<file path="src/rtl/cpu_pkg.sv">
// Shared CPU register-file types and constants.
// Pure declarations: no logic, no latency.
// No flow control of its own; users carry valid/ready alongside.
package cpu_pkg;

    localparam int ADDR_W = 5;
    localparam int DATA_W = 32;

    localparam logic [ADDR_W-1:0] REG_ZERO = '0;

    typedef struct packed {
        logic [ADDR_W-1:0] rd;
        logic [DATA_W-1:0] data;
    } wb_entry_t;

endpackage

</file>
<file path="src/rtl/reg_wb_ctrl_if.sv">
// Bundle of producer, decode and reg_file write-port signals around reg_wb_ctrl.
// Pure wiring, zero latency.
// lsu_ready / issue_ready are the only backpressure signals; ALU has none.
interface reg_wb_ctrl_if #(
    parameter int ADDR_W = cpu_pkg::ADDR_W,
    parameter int DATA_W = cpu_pkg::DATA_W
);
    logic              alu_valid;
    logic [ADDR_W-1:0] alu_rd;
    logic [DATA_W-1:0] alu_data;

    logic              lsu_valid;
    logic              lsu_ready;
    logic [ADDR_W-1:0] lsu_rd;
    logic [DATA_W-1:0] lsu_data;

    logic              issue_valid;
    logic [ADDR_W-1:0] issue_rd;
    logic              issue_ready;

    logic [ADDR_W-1:0] rs1;
    logic [ADDR_W-1:0] rs2;
    logic              rs1_busy;
    logic              rs2_busy;
    logic              rs1_fwd_valid;
    logic [DATA_W-1:0] rs1_fwd_data;
    logic              rs2_fwd_valid;
    logic [DATA_W-1:0] rs2_fwd_data;

    logic [ADDR_W-1:0] rd;
    logic [DATA_W-1:0] write_data;
    logic              write_enable;

    // master: the pipeline side driving producers and decode lookups
    modport master (
        output alu_valid, alu_rd, alu_data,
        output lsu_valid, lsu_rd, lsu_data,
        output issue_valid, issue_rd,
        output rs1, rs2,
        input  lsu_ready, issue_ready,
        input  rs1_busy, rs2_busy,
        input  rs1_fwd_valid, rs1_fwd_data, rs2_fwd_valid, rs2_fwd_data,
        input  rd, write_data, write_enable
    );

    modport slave (
        input  alu_valid, alu_rd, alu_data,
        input  lsu_valid, lsu_rd, lsu_data,
        input  issue_valid, issue_rd,
        input  rs1, rs2,
        output lsu_ready, issue_ready,
        output rs1_busy, rs2_busy,
        output rs1_fwd_valid, rs1_fwd_data, rs2_fwd_valid, rs2_fwd_data,
        output rd, write_data, write_enable
    );

endinterface

</file>
<file path="src/rtl/wb_fifo.sv">
// Writeback queue holding long-latency results (rd, data) in arrival order.
// Latency: head valid the cycle after push; no push-to-head bypass.
// Backpressure: full asserted at DEPTH entries; push while full / pop while empty are ignored.
module wb_fifo
    import cpu_pkg::*;
#(
    parameter int DEPTH = 4
) (
    input  logic      clk,
    input  logic      rst,
    input  logic      push,
    input  wb_entry_t din,
    input  logic      pop,
    output logic      full,
    output logic      empty,
    output wb_entry_t head
);

    localparam int PW = (DEPTH > 1) ? $clog2(DEPTH) : 1;
    localparam logic [PW-1:0] PTR_ONE  = PW'(1);
    localparam logic [PW:0]   CNT_ONE  = (PW + 1)'(1);
    localparam logic [PW:0]   CNT_FULL = (PW + 1)'(DEPTH);

    wb_entry_t       mem [DEPTH];
    logic [PW-1:0]   wr_ptr;
    logic [PW-1:0]   rd_ptr;
    logic [PW:0]     count;
    logic            do_push;
    logic            do_pop;

    assign full    = (count == CNT_FULL);
    assign empty   = (count == '0);
    assign do_push = push && !full;
    assign do_pop  = pop && !empty;
    assign head    = mem[rd_ptr];

    // DEPTH is a power of two, so natural pointer overflow is the modulo wrap
    always_ff @(posedge clk) begin
        if (rst) begin
            wr_ptr <= '0;
            rd_ptr <= '0;
            count  <= '0;
        end else begin
            if (do_push) wr_ptr <= wr_ptr + PTR_ONE;
            if (do_pop)  rd_ptr <= rd_ptr + PTR_ONE;
            case ({do_push, do_pop})
                2'b10:   count <= count + CNT_ONE;
                2'b01:   count <= count - CNT_ONE;
                default: count <= count;
            endcase
        end
    end

    always_ff @(posedge clk) begin
        if (do_push) mem[wr_ptr] <= din;
    end

endmodule

</file>
<file path="src/rtl/reg_wb_ctrl.sv">
// reg_file write-port arbiter (ALU first, queued LSU results otherwise) plus busy scoreboard/forwarding; optional WB_STATS_EN counters.
// Latency: ALU result written same cycle; queued result no earlier than the cycle after enqueue.
// Backpressure: lsu_ready = !full (ignores same-cycle dequeue); issue_ready drops on WAW against a pending rd.
module reg_wb_ctrl #(
    parameter int DEPTH  = 4,
    parameter int ADDR_W = cpu_pkg::ADDR_W,
    parameter int DATA_W = cpu_pkg::DATA_W
) (
    input  logic         clk,
    input  logic         rst,
    reg_wb_ctrl_if.slave bus
`ifdef WB_STATS_EN
    ,
    output logic [31:0]  stat_alu_wr,
    output logic [31:0]  stat_q_wr,
    output logic [31:0]  stat_lsu_stall
`endif
);

    localparam int NREG = 1 << ADDR_W;

    cpu_pkg::wb_entry_t push_entry;
    cpu_pkg::wb_entry_t head;
    logic               full;
    logic               empty;
    logic               push;
    logic               pop;

    logic               src_vld;
    logic [ADDR_W-1:0]  wb_rd;
    logic [DATA_W-1:0]  wb_data;
    logic               wb_en;

    logic [NREG-1:0]    busy;
    logic [NREG-1:0]    busy_nxt;
    logic               issue_set;

    assign push_entry.rd   = bus.lsu_rd;
    assign push_entry.data = bus.lsu_data;

    assign bus.lsu_ready = rst || !full;
    assign push          = !rst && bus.lsu_valid && !full;

    wb_fifo #(.DEPTH(DEPTH)) u_fifo (
        .clk   (clk),
        .rst   (rst),
        .push  (push),
        .din   (push_entry),
        .pop   (pop),
        .full  (full),
        .empty (empty),
        .head  (head)
    );

    // ALU has strict priority; a starved queue simply waits for an idle ALU cycle
    always_comb begin
        src_vld = 1'b0;
        wb_rd   = '0;
        wb_data = '0;
        pop     = 1'b0;
        if (!rst) begin
            if (bus.alu_valid) begin
                src_vld = 1'b1;
                wb_rd   = bus.alu_rd;
                wb_data = bus.alu_data;
            end else if (!empty) begin
                src_vld = 1'b1;
                wb_rd   = head.rd;
                wb_data = head.data;
                pop     = 1'b1;
            end
        end
    end

    assign wb_en            = src_vld && (wb_rd != cpu_pkg::REG_ZERO);
    assign bus.rd           = wb_rd;
    assign bus.write_data   = wb_data;
    assign bus.write_enable = wb_en;

    assign bus.rs1_fwd_valid = wb_en && (wb_rd == bus.rs1) && (bus.rs1 != cpu_pkg::REG_ZERO);
    assign bus.rs2_fwd_valid = wb_en && (wb_rd == bus.rs2) && (bus.rs2 != cpu_pkg::REG_ZERO);
    assign bus.rs1_fwd_data  = bus.rs1_fwd_valid ? wb_data : '0;
    assign bus.rs2_fwd_data  = bus.rs2_fwd_valid ? wb_data : '0;

    // busy is gated by rst because the register only clears at the end of the reset cycle
    assign bus.rs1_busy    = !rst && busy[bus.rs1] && !bus.rs1_fwd_valid;
    assign bus.rs2_busy    = !rst && busy[bus.rs2] && !bus.rs2_fwd_valid;
    assign bus.issue_ready = rst || !busy[bus.issue_rd];

    assign issue_set = !rst && bus.issue_valid && bus.issue_ready
                       && (bus.issue_rd != cpu_pkg::REG_ZERO);

    // Clear first, then set, so a new issue to the retiring rd stays pending
    always_comb begin
        busy_nxt = busy;
        if (pop && (head.rd != cpu_pkg::REG_ZERO)) busy_nxt[head.rd] = 1'b0;
        if (issue_set) busy_nxt[bus.issue_rd] = 1'b1;
        busy_nxt[0] = 1'b0;
    end

    always_ff @(posedge clk) begin
        if (rst) busy <= '0;
        else     busy <= busy_nxt;
    end

`ifdef WB_STATS_EN
    always_ff @(posedge clk) begin
        if (rst) begin
            stat_alu_wr    <= '0;
            stat_q_wr      <= '0;
            stat_lsu_stall <= '0;
        end else begin
            if (bus.alu_valid && wb_en)             stat_alu_wr    <= stat_alu_wr + 32'd1;
            if (pop)                                stat_q_wr      <= stat_q_wr + 32'd1;
            if (bus.lsu_valid && !bus.lsu_ready)    stat_lsu_stall <= stat_lsu_stall + 32'd1;
        end
    end
`endif

endmodule

</file>
<file path="src/flat_wrapper.sv">
// flat-port wrapper written by rule: the top's interface ports become plain ports
module reg_wb_ctrl_flat 
#(
    parameter int DEPTH  = 4,
    parameter int ADDR_W = cpu_pkg::ADDR_W,
    parameter int DATA_W = cpu_pkg::DATA_W
)
  (clk, rst, bus_alu_valid, bus_alu_rd, bus_alu_data, bus_lsu_valid, bus_lsu_rd, bus_lsu_data, bus_issue_valid, bus_issue_rd, bus_rs1, bus_rs2, bus_lsu_ready, bus_issue_ready, bus_rs1_busy, bus_rs2_busy, bus_rs1_fwd_valid, bus_rs1_fwd_data, bus_rs2_fwd_valid, bus_rs2_fwd_data, bus_rd, bus_write_data, bus_write_enable);
  reg_wb_ctrl_if #(.ADDR_W(ADDR_W), .DATA_W(DATA_W)) bus_i ();
  input  logic clk;
  input  logic rst;
  input wire logic [$bits(bus_i.alu_valid)-1:0] bus_alu_valid;
  input wire logic [$bits(bus_i.alu_rd)-1:0] bus_alu_rd;
  input wire logic [$bits(bus_i.alu_data)-1:0] bus_alu_data;
  input wire logic [$bits(bus_i.lsu_valid)-1:0] bus_lsu_valid;
  input wire logic [$bits(bus_i.lsu_rd)-1:0] bus_lsu_rd;
  input wire logic [$bits(bus_i.lsu_data)-1:0] bus_lsu_data;
  input wire logic [$bits(bus_i.issue_valid)-1:0] bus_issue_valid;
  input wire logic [$bits(bus_i.issue_rd)-1:0] bus_issue_rd;
  input wire logic [$bits(bus_i.rs1)-1:0] bus_rs1;
  input wire logic [$bits(bus_i.rs2)-1:0] bus_rs2;
  output wire logic [$bits(bus_i.lsu_ready)-1:0] bus_lsu_ready;
  output wire logic [$bits(bus_i.issue_ready)-1:0] bus_issue_ready;
  output wire logic [$bits(bus_i.rs1_busy)-1:0] bus_rs1_busy;
  output wire logic [$bits(bus_i.rs2_busy)-1:0] bus_rs2_busy;
  output wire logic [$bits(bus_i.rs1_fwd_valid)-1:0] bus_rs1_fwd_valid;
  output wire logic [$bits(bus_i.rs1_fwd_data)-1:0] bus_rs1_fwd_data;
  output wire logic [$bits(bus_i.rs2_fwd_valid)-1:0] bus_rs2_fwd_valid;
  output wire logic [$bits(bus_i.rs2_fwd_data)-1:0] bus_rs2_fwd_data;
  output wire logic [$bits(bus_i.rd)-1:0] bus_rd;
  output wire logic [$bits(bus_i.write_data)-1:0] bus_write_data;
  output wire logic [$bits(bus_i.write_enable)-1:0] bus_write_enable;
  assign bus_i.alu_valid = bus_alu_valid;
  assign bus_i.alu_rd = bus_alu_rd;
  assign bus_i.alu_data = bus_alu_data;
  assign bus_i.lsu_valid = bus_lsu_valid;
  assign bus_i.lsu_rd = bus_lsu_rd;
  assign bus_i.lsu_data = bus_lsu_data;
  assign bus_i.issue_valid = bus_issue_valid;
  assign bus_i.issue_rd = bus_issue_rd;
  assign bus_i.rs1 = bus_rs1;
  assign bus_i.rs2 = bus_rs2;
  assign bus_lsu_ready = bus_i.lsu_ready;
  assign bus_issue_ready = bus_i.issue_ready;
  assign bus_rs1_busy = bus_i.rs1_busy;
  assign bus_rs2_busy = bus_i.rs2_busy;
  assign bus_rs1_fwd_valid = bus_i.rs1_fwd_valid;
  assign bus_rs1_fwd_data = bus_i.rs1_fwd_data;
  assign bus_rs2_fwd_valid = bus_i.rs2_fwd_valid;
  assign bus_rs2_fwd_data = bus_i.rs2_fwd_data;
  assign bus_rd = bus_i.rd;
  assign bus_write_data = bus_i.write_data;
  assign bus_write_enable = bus_i.write_enable;
  reg_wb_ctrl #(.DEPTH(DEPTH), .ADDR_W(ADDR_W), .DATA_W(DATA_W)) u_core (.clk(clk), .rst(rst), .bus(bus_i));
endmodule
</file>
<file path="config.mk">
export PLATFORM = sky130hd
export DESIGN_NAME = reg_wb_ctrl_flat
export DESIGN_NICKNAME = d
export VERILOG_FILES = /design/src/rtl/cpu_pkg.sv /design/src/rtl/reg_wb_ctrl_if.sv /design/src/rtl/wb_fifo.sv /design/src/rtl/reg_wb_ctrl.sv /design/src/flat_wrapper.sv
export SDC_FILE = /design/constraint.sdc
export NUM_CORES = 1
export LEC_CHECK = 0
export BUFFER_PORTS_ARGS = -buffer_cell sky130_fd_sc_hd__buf_2
export CAP_MARGIN = 20
export CORE_ASPECT_RATIO = 0.9
export CORE_UTILIZATION = 55
export CTS_CLUSTER_SIZE = 10
export DETAILED_ROUTE_END_ITERATION = 7
export PLACE_DENSITY = 0.81
export RECOVER_POWER = 50
export SLEW_MARGIN = 15
export SYNTH_ARGS = -nofsm -noshare
export SYNTH_HDL_FRONTEND = slang
export SYNTH_HIERARCHICAL = 1
export SYNTH_SLANG_ARGS = --single-unit
</file>
<file path="constraint.sdc">
create_clock -name clk -period 4.8 [get_ports clk]
set_input_delay 0.24 -clock clk [delete_from_list [all_inputs] [get_ports clk]]
set_output_delay 0.24 -clock clk [all_outputs]
set_load 0.02 [all_outputs]
</file>
==> out/results.txt, run 1 <==
The run finished, with violations left. The final reports fail on max-capacitance violations, max-slew violations. Summed over all nets, the half-perimeter wirelength after detailed placement is 14040 um. Worst slew slack as a fraction of its limit: -0.8302. The logs give 0.5618 for the starting density of the core and 188 for the clock net sink count. For the initial antenna violation count, the log shows 1. In this run the number of H-tree levels came out at 4. After routing, the total negative slack on setup checks comes to 0 ps. The number of nets in the layout is 934, and the via count normalized by instance count is 6.033. Wires add up to 21200 um.

The arrival time of data at the critical path endpoint came out at 4500 ps. Required time at the worst-slack endpoint: 5160 ps. The startpoint-to-endpoint class of the critical path is register to register.

Synthesis produced 653 cells. The tool flagged a number of max-cap violations equal to 3. The run gives 62 as the distinct cell type count after synthesis.

The logs give 6 for the number of warnings issued by yosys and 0.5788 for the proportion of synthesized chip area in sequential cells. From synthesis to final layout, the design area changed by 17.45%. After synthesis the netlist holds a flip-flop and latch count of 188. The sum of overflow across all layers after global routing was 0. The run gives 9.855 ps as the final worst clock skew. Clock tree synthesis selected as its root buffer the cell clkbuf_16.

The mapped netlist covers 9062 sq um. TritonCTS built the clock tree. Setup repair after global routing left no endpoint under its margin. For the DRC marker count from the first detailed-route iteration, the log shows 632. The most used flip-flop cell after synthesis is edfxtp_1.

Period utilization: 0.8636. Across the VDD grid, the largest voltage drop is 0.2727 mV. The run gives 112 as the max-slew violation total from the final report. The maximum fanout along the worst path came out at 35. A synthesized cell averages 13.88 sq um. The worst hold path belongs to the class input port to register. In this run the deepest clock path goes through 2 buffers. STA classifies the critical path startpoint as a register. The run gives 38 as the largest net degree at the start of global routing. Type of destination of the critical path: a register. Hold is met by 66.24 ps.

Setup violations remaining at the end of the flow were counted as 0. The slew at the pin with the worst max-slew slack is 2744 ps. Subtracting the final worst setup slack from the clock period gives 4145 ps.

Timing would allow up to 241.2 MHz. The number of nets with antenna violations after routing was 0. In the routed design, unresolved DRC markers number 0. The area inside the core boundary came out at 16130 sq um. The number of clock buffers added by TritonCTS is 17. Dividing the detail-routed wire length by the instance count gives 20.13 um.

The logs give 0 for the final count of hold timing violations and 0.2582 for the all-layer global routing usage. The die is 137.3 um wide. The number of global-route vias before repair was 5742; the clock latency reported for the late side of the worst-skew pair was 430 ps. The number of antenna diodes in the final layout is 0. The total of buffers placed on input and output ports was 201; the number of filler instances in the final layout was 1162. The first global-routing pass estimated 31720 um of wire. The final route contains 6353 vias.

After floorplanning, the core was divided into 44 placement rows. Synthesis produced a netlist with a net count of 753. The areal power density over the cells was 334.7 nW/um^2; the count of boundary I/O pins was 202.

The count of TritonRoute iterations in the first routing pass is 5, and the clock transition time at the flip-flop clock pins of the worst setup and hold paths is 70 ps. The fraction of synthesis flops using an asynchronous set or reset pin is 0, and the die outline area is 16990 sq um. Number of buffers inserted by post-CTS setup repair: 0.

The height of the die is 123.8 um. In this run the static leakage power is 4.043 nW. The count of flip-flops with a built-in enable after synthesis came out at 148. The fraction of layout instances using a drive strength above 1 works out to 0.3203. The placer's final routability congestion estimate came out at 0.9122.
==> cells by family after synthesis <==
| group | after synthesis | share of synthesized area |
|---|---|---|
| simple gates | 189 | 0.1064 |
| flops | 188 | 0.5788 |
| compound gates | 100 | 0.08629 |
| buf+inv | 92 | 0.05122 |
| mux | 71 | 0.1614 |
| xor+xnor | 7 | 0.006765 |
| fa+ha+maj | 6 | 0.009112 |
==> critical path: stages, from the launching register on <==
cell	delay [ps]
dfxtp_1	410
nor3_1	170
or3_1	420
clkinv_1	70
clkbuf_1	1330
o31ai_1	320
inv_1	140
ha_1	200
inv_1	60
fa_1	370
xor2_1	150
or3_1	300
a21oi_1	130
==> layer usage <==
metal	wire length, um	vias up	global-route usage
met1	8599	3100	0.3421
met2	10400	355	0.4246
li1	-	2878	-
met4	184	2	0.07143
met3	2002	18	0.06675
met5	13	-	0
==> final timing paths <==
kind	startpoint	to	slack, ps	depth (start not counted)
worst max-delay path	u_core/u_fifo/count[1]	u_core/u_fifo/count[2]	650	12
worst min-delay path	bus_lsu_data[16]	u_core/u_fifo/mem[3][16]	70	1
worst max register to register	u_core/u_fifo/count[1]	u_core/u_fifo/count[2]	650	12
worst min register to register	u_core/u_fifo/rd_ptr[1]	register	490	2
==> registers in the layout, indices dropped and copies added, names as in the netlist, named ones only <==
register / flops
u_core/busy: 31
u_core/u_fifo/count: 3
u_core/u_fifo/mem: 148
u_core/u_fifo/rd_ptr: 2
u_core/u_fifo/wr_ptr: 2
==> stage by stage <==
stage / instances / power (mW) / util / cell area, sq um / setup WS [ps]
2_1_floorplan: 653 / 2.034 / - / 9062 / 1908
3_3_place_gp: 1021 / 2.143 / 0.6254 / 10090 / 1153
3_5_place_dp: 1021 / 2.150 / 0.6254 / 10090 / 1063
4_1_cts: 1053 / 3.583 / 0.6636 / 10700 / 588.1
5_1_grt: 1053 / 3.673 / 0.6599 / 10640 / 265.8
6_report: 1053 / 3.563 / 0.6599 / 10640 / 654.6
==> synth_stat cells, types with 8 or more instances <==
cell,n,area [sq um]
nor2_1,71,266.5
mux2i_1,10,100.1
o21ai_0,17,85.08
inv_1,44,165.2
dfxtp_1,40,800.8
edfxtp_1,148,4444
nand2_1,38,142.6
nor3_1,9,45.04
buf_6,8,90.09
a22oi_1,33,247.7
clkbuf_1,23,86.33
or3_1,9,56.30
mux4_2,52,1171
o211ai_1,8,60.06
a32o_1,23,230.2
==> power by group <==
| part | total [mW] | internal (mW) | switching (mW) |
|---|---|---|---|
| Clock | 1.45 | 0.831 | 0.618 |
| Sequential | 1.80 | 1.79 | 0.0146 |
| Combinational | 0.311 | 0.114 | 0.197 |
| Total | 3.56 | 2.73 | 0.829 |
==> repair_timing <==
item | CTS | global route
resized for setup | 0 | 0
endpoints found under the hold margin | 4 | 0
hold buffers | 1 | 0
==> cells in the final DEF, fill, tap and decap left out, types with 5 or more instances in the layout <==
| cell type | synthesis | final |
|---|---|---|
| buf_2 | 7 | 162 |
| edfxtp_1 | 148 | 148 |
| nor2_1 | 71 | 71 |
| mux4_2 | 52 | 52 |
| inv_1 | 44 | 44 |
| clkbuf_1 | 23 | 41 |
| nand2_1 | 38 | 38 |
| dfxtp_1 | 40 | 38 |
| a22oi_1 | 33 | 33 |
| a32o_1 | 23 | 23 |
| clkbuf_16 | 0 | 17 |
| o21ai_0 | 17 | 17 |
| mux2i_1 | 10 | 10 |
| or3_1 | 9 | 9 |
| nor3_1 | 9 | 9 |
| o211ai_1 | 8 | 8 |
| nand2b_1 | 7 | 7 |
| nor2_2 | 7 | 7 |
| nor3b_1 | 6 | 7 |
| nor2b_1 | 6 | 6 |
| mux4_1 | 6 | 6 |
| inv_6 | 0 | 5 |
| nand3b_1 | 5 | 5 |
| buf_4 | 0 | 5 |
| ha_1 | 5 | 5 |
==> layout make-up <==
type                            count  area [sq um]  share of cell area
Tap cell                          207         259.0             0.02433
Timing Repair Buffer              208          1008             0.09475
Clock buffer                       18         429.2             0.04032
Inverter                           46         172.7             0.01622
Multi-Input combinational cell    373          3351              0.3148
Clock inverter                     13         176.4             0.01657
Sequential cell                   188          5248              0.4930
Note: power is estimated with default switching activity, not from simulation.
==> run 2, diff against run 1 <==
--- a/config.mk
+++ b/config.mk
@@ -8,7 +8,9 @@
 export BUFFER_PORTS_ARGS = -buffer_cell sky130_fd_sc_hd__buf_2
 export CAP_MARGIN = 20
 export CORE_ASPECT_RATIO = 0.9
+export CORE_MARGIN = 1.5
 export CORE_UTILIZATION = 55
+export CTS_BUF_LIST = sky130_fd_sc_hd__clkbuf_2 sky130_fd_sc_hd__clkbuf_4 sky130_fd_sc_hd__clkbuf_8
 export CTS_CLUSTER_SIZE = 10
 export DETAILED_ROUTE_END_ITERATION = 7
 export PLACE_DENSITY = 0.81
==> run 2 against run 1 <==
The run still ends with max-capacitance violations, max-slew violations left. Total power down 15%. Clock-buffer cell count up 3. Non-clock buffer count up 36. Sequential share of layout area down 0.38 points. Clock skew up 2.5 ps. Core utilization up 0.50 points. Sequential power about the same. Cell count up 3.5%. Register-to-register slack worse by 60 ps. Clock power down 38%. Global-route usage down 0.93 points. Critical endpoint unchanged.
==> out/results.txt, run 2 (synthesized netlist as in run 1, its figures left out) <==
Entering global routing, the biggest net connects 38 pins. From bottom edge to top edge, the die measures 124.8 um. The register with the most flip-flops in the layout has 148 of them. The critical path starts at u_core/u_fifo/count[0].

The clock net sink count was 188; the width of the chip was 138.3 um. The clock latency reported for the late side of the worst-skew pair was 450 ps; the part of the power in the clock network was 0.298. Via count normalized by instance count: 5.934. Setup violations remaining at the end of the flow were counted as 0. The register with the most flip-flops was u_core/u_fifo/mem.

Setup total negative slack on the finished layout was measured at 0 ps. At the end of the flow, the number of nets in the layout was 970. The sum of routed wire length over all layers came out at 21170 um. The number of global-route vias before repair was 6214. TritonCTS built the clock tree. Relative to the synthesized area, the layout overhead comes to 18.33%. The fraction of layout instances using a drive strength above 1 was 0.3039. The tools report the CTS root buffer as clkbuf_8. The total DRC errors in the routed layout was 0; the total number of vias was 6468. The count of nets left with antenna violations once routing finished came out at 0. The required time at the worst-slack endpoint was 5180 ps; the area inside the core boundary was 16130 sq um.

The run gives 2 as the initial antenna violation count. The switching share of total power is 0.2444, and the placer's final routability congestion estimate is 0.8883. In this run the power spent charging and discharging nets is 0.7436 mW. For the max-slew violation total from the final report, the log shows 150. The count of TritonRoute iterations in the first routing pass came out at 5. Buffers placed on the I/O ports in this run total 201. The period utilization is 0.8755, and the total number of placement rows is 44.

The starting density of the core is 0.5618, and the number of levels in the clock H-tree is 4. First-pass GRT wire length: 33180 um. The finished cells cover 10720 sq um. The sum of overflow across all layers after global routing came out at 0. Counting the buffers created by CTS gives 17. The logs give 12.31 ps for the final worst clock skew and -0.9403 for the worst slew slack as a fraction of its limit. The arrival time of data at the critical path endpoint is 4580 ps. The delay of the slowest critical-path stage was 1330 ps. The clock transition time at the flip-flop clock pins of the worst setup and hold paths was 90 ps. The flow ran to the end, but the final reports show violations. For this block, the initial DRC count from the detailed router was 621. The largest registers in the layout are u_core/u_fifo/mem x148, u_core/busy x31, u_core/u_fifo/count x3. Setup repair after global routing left no endpoint under its margin. The worst path needs 4202 ps of the cycle, external delays included. The startpoint identified for the worst register-to-register timing path is u_core/u_fifo/count[0]. In this run the most critical hold path is launched from rst. The slew at the pin with the worst max-slew slack is 2909 ps. The worst-case clock buffer depth is 2.

Excluding fillers, the count of instances in the completed layout stands at 1090. Detailed placement finished with a half-perimeter wire length of 13940 um. The slowest stage cell on the critical path was clkbuf_1.

The type of destination of the critical path was a register. The final count of hold timing violations was 0; the instance area after placement was 10090 sq um. The maximum fanout along the worst path came out at 35. 202 I/O pins were placed. Summed over all cells, the static leakage comes to 4.067 nW. The final standard cell utilization of the core is 0.6648.

STA classifies the critical path startpoint as a register. For this design the ratio of total power to cell area is 283.7 nW/um^2. The run gives 0.2489 as the all-layer global routing usage. Based on the critical path, the design can be clocked at up to 238.0 MHz. The worst setup path is of the register to register kind.

Dividing the detail-routed wire length by the instance count gives 19.42 um. The checks that failed: max-capacitance violations, max-slew violations. Across all register-to-register paths, the minimum setup slack is 600 ps. The die covers 17260 sq um. In this run the worst hold path is classified as input port to register. The logs give 0.591 for the fraction of power consumed by sequential logic and 0 for the total of cells resized after clock tree synthesis. The share of total power in combinational logic is 0.111. Cell internal power was estimated by the tool at 2.298 mW.

Count of maximum capacitance violations: 4. Power comes to 3.042 mW. Leaving out fill and tap cells, the most frequent cells in the layout are 162 x buf_2, 148 x edfxtp_1, 71 x nor2_1. In this run, placement finished with an instance count of 1021.

Walking the worst path, the cells encountered are nor3_1, or3_1, clkinv_1, clkbuf_1, o31ai_1, inv_1, ha_1, inv_1, fa_1, xor2_1, or3_1, a21oi_1. The run gives 0.2860 mV as the largest voltage drop on the vdd net. The most common cell after layout, fill and taps aside is buf_2.
run 2: cell count changes in the layout (fill, tap and decap cells not counted), sizes merged:
cell / change
bufinv: -3
diode: +1
clkbuf: +3
dlygate4sd3: +36
clkinv: +3
inv: -4
clkinvlp: +1
run 2: final cells by class:
class                   count  area, sq um
multi-input cells         373         3343
clock buffers              21        264.0
well taps                 207        259.0
repair buffers            244         1369
clock inverters            10        67.56
flip-flops and latches    188         5246
fillers                  1151         5406
diodes                      1        2.502
inverters                  46        172.7
run 2: critical path: cells and delay by family (launching register included):
family | cells | cell delay [ps]
AO/OA/AOI/OAI | 2 | 510
XOR/XNOR | 1 | 150
adder cells (fa/ha/maj) | 2 | 560
buffers and inverters | 4 | 1620
flip-flops | 1 | 420
AND/OR/NAND/NOR | 3 | 880
run 2: final timing paths:
check,endpoint,depth (start not counted)
min,u_core/u_fifo/count[1],2
max,u_core/u_fifo/count[2],12
max reg2reg,u_core/u_fifo/count[2],12
min reg2reg,register,2
run 2: what timing repair did:
action	in CTS	in global routing
setup buffers	0	0
hold buffers	35	2
hold endpoints to repair	140	5
run 2: power groups by stage:
stage	clock [mW]	sequential [mW]	combinational, mW
after floorplan	0	1.83	0.202
after global placement	0	1.83	0.309
after detailed placement	0	1.84	0.312
after CTS	0.923	1.80	0.337
after global routing	0.992	1.80	0.364
final	0.906	1.80	0.337
run 2: metrics by stage:
stage	hold WS, ps	setup WS (ps)
2_1_floorplan	338.9	1908
3_3_place_gp	455.6	1303
3_5_place_dp	456.4	1246
4_1_cts	3.703	739.1
5_1_grt	204.8	285.4
6_report	219.3	597.6
run 2: routing by layer:
metal	track usage	wire, um	share of wire	up-vias
li1	-	-	-	2938
met1	0.3343	8563	0.40	3132
met2	0.4071	10320	0.49	368
met3	0.06151	1977	0.093	28
met4	0.06997	299	0.014	2
met5	0	12	0.00057	-
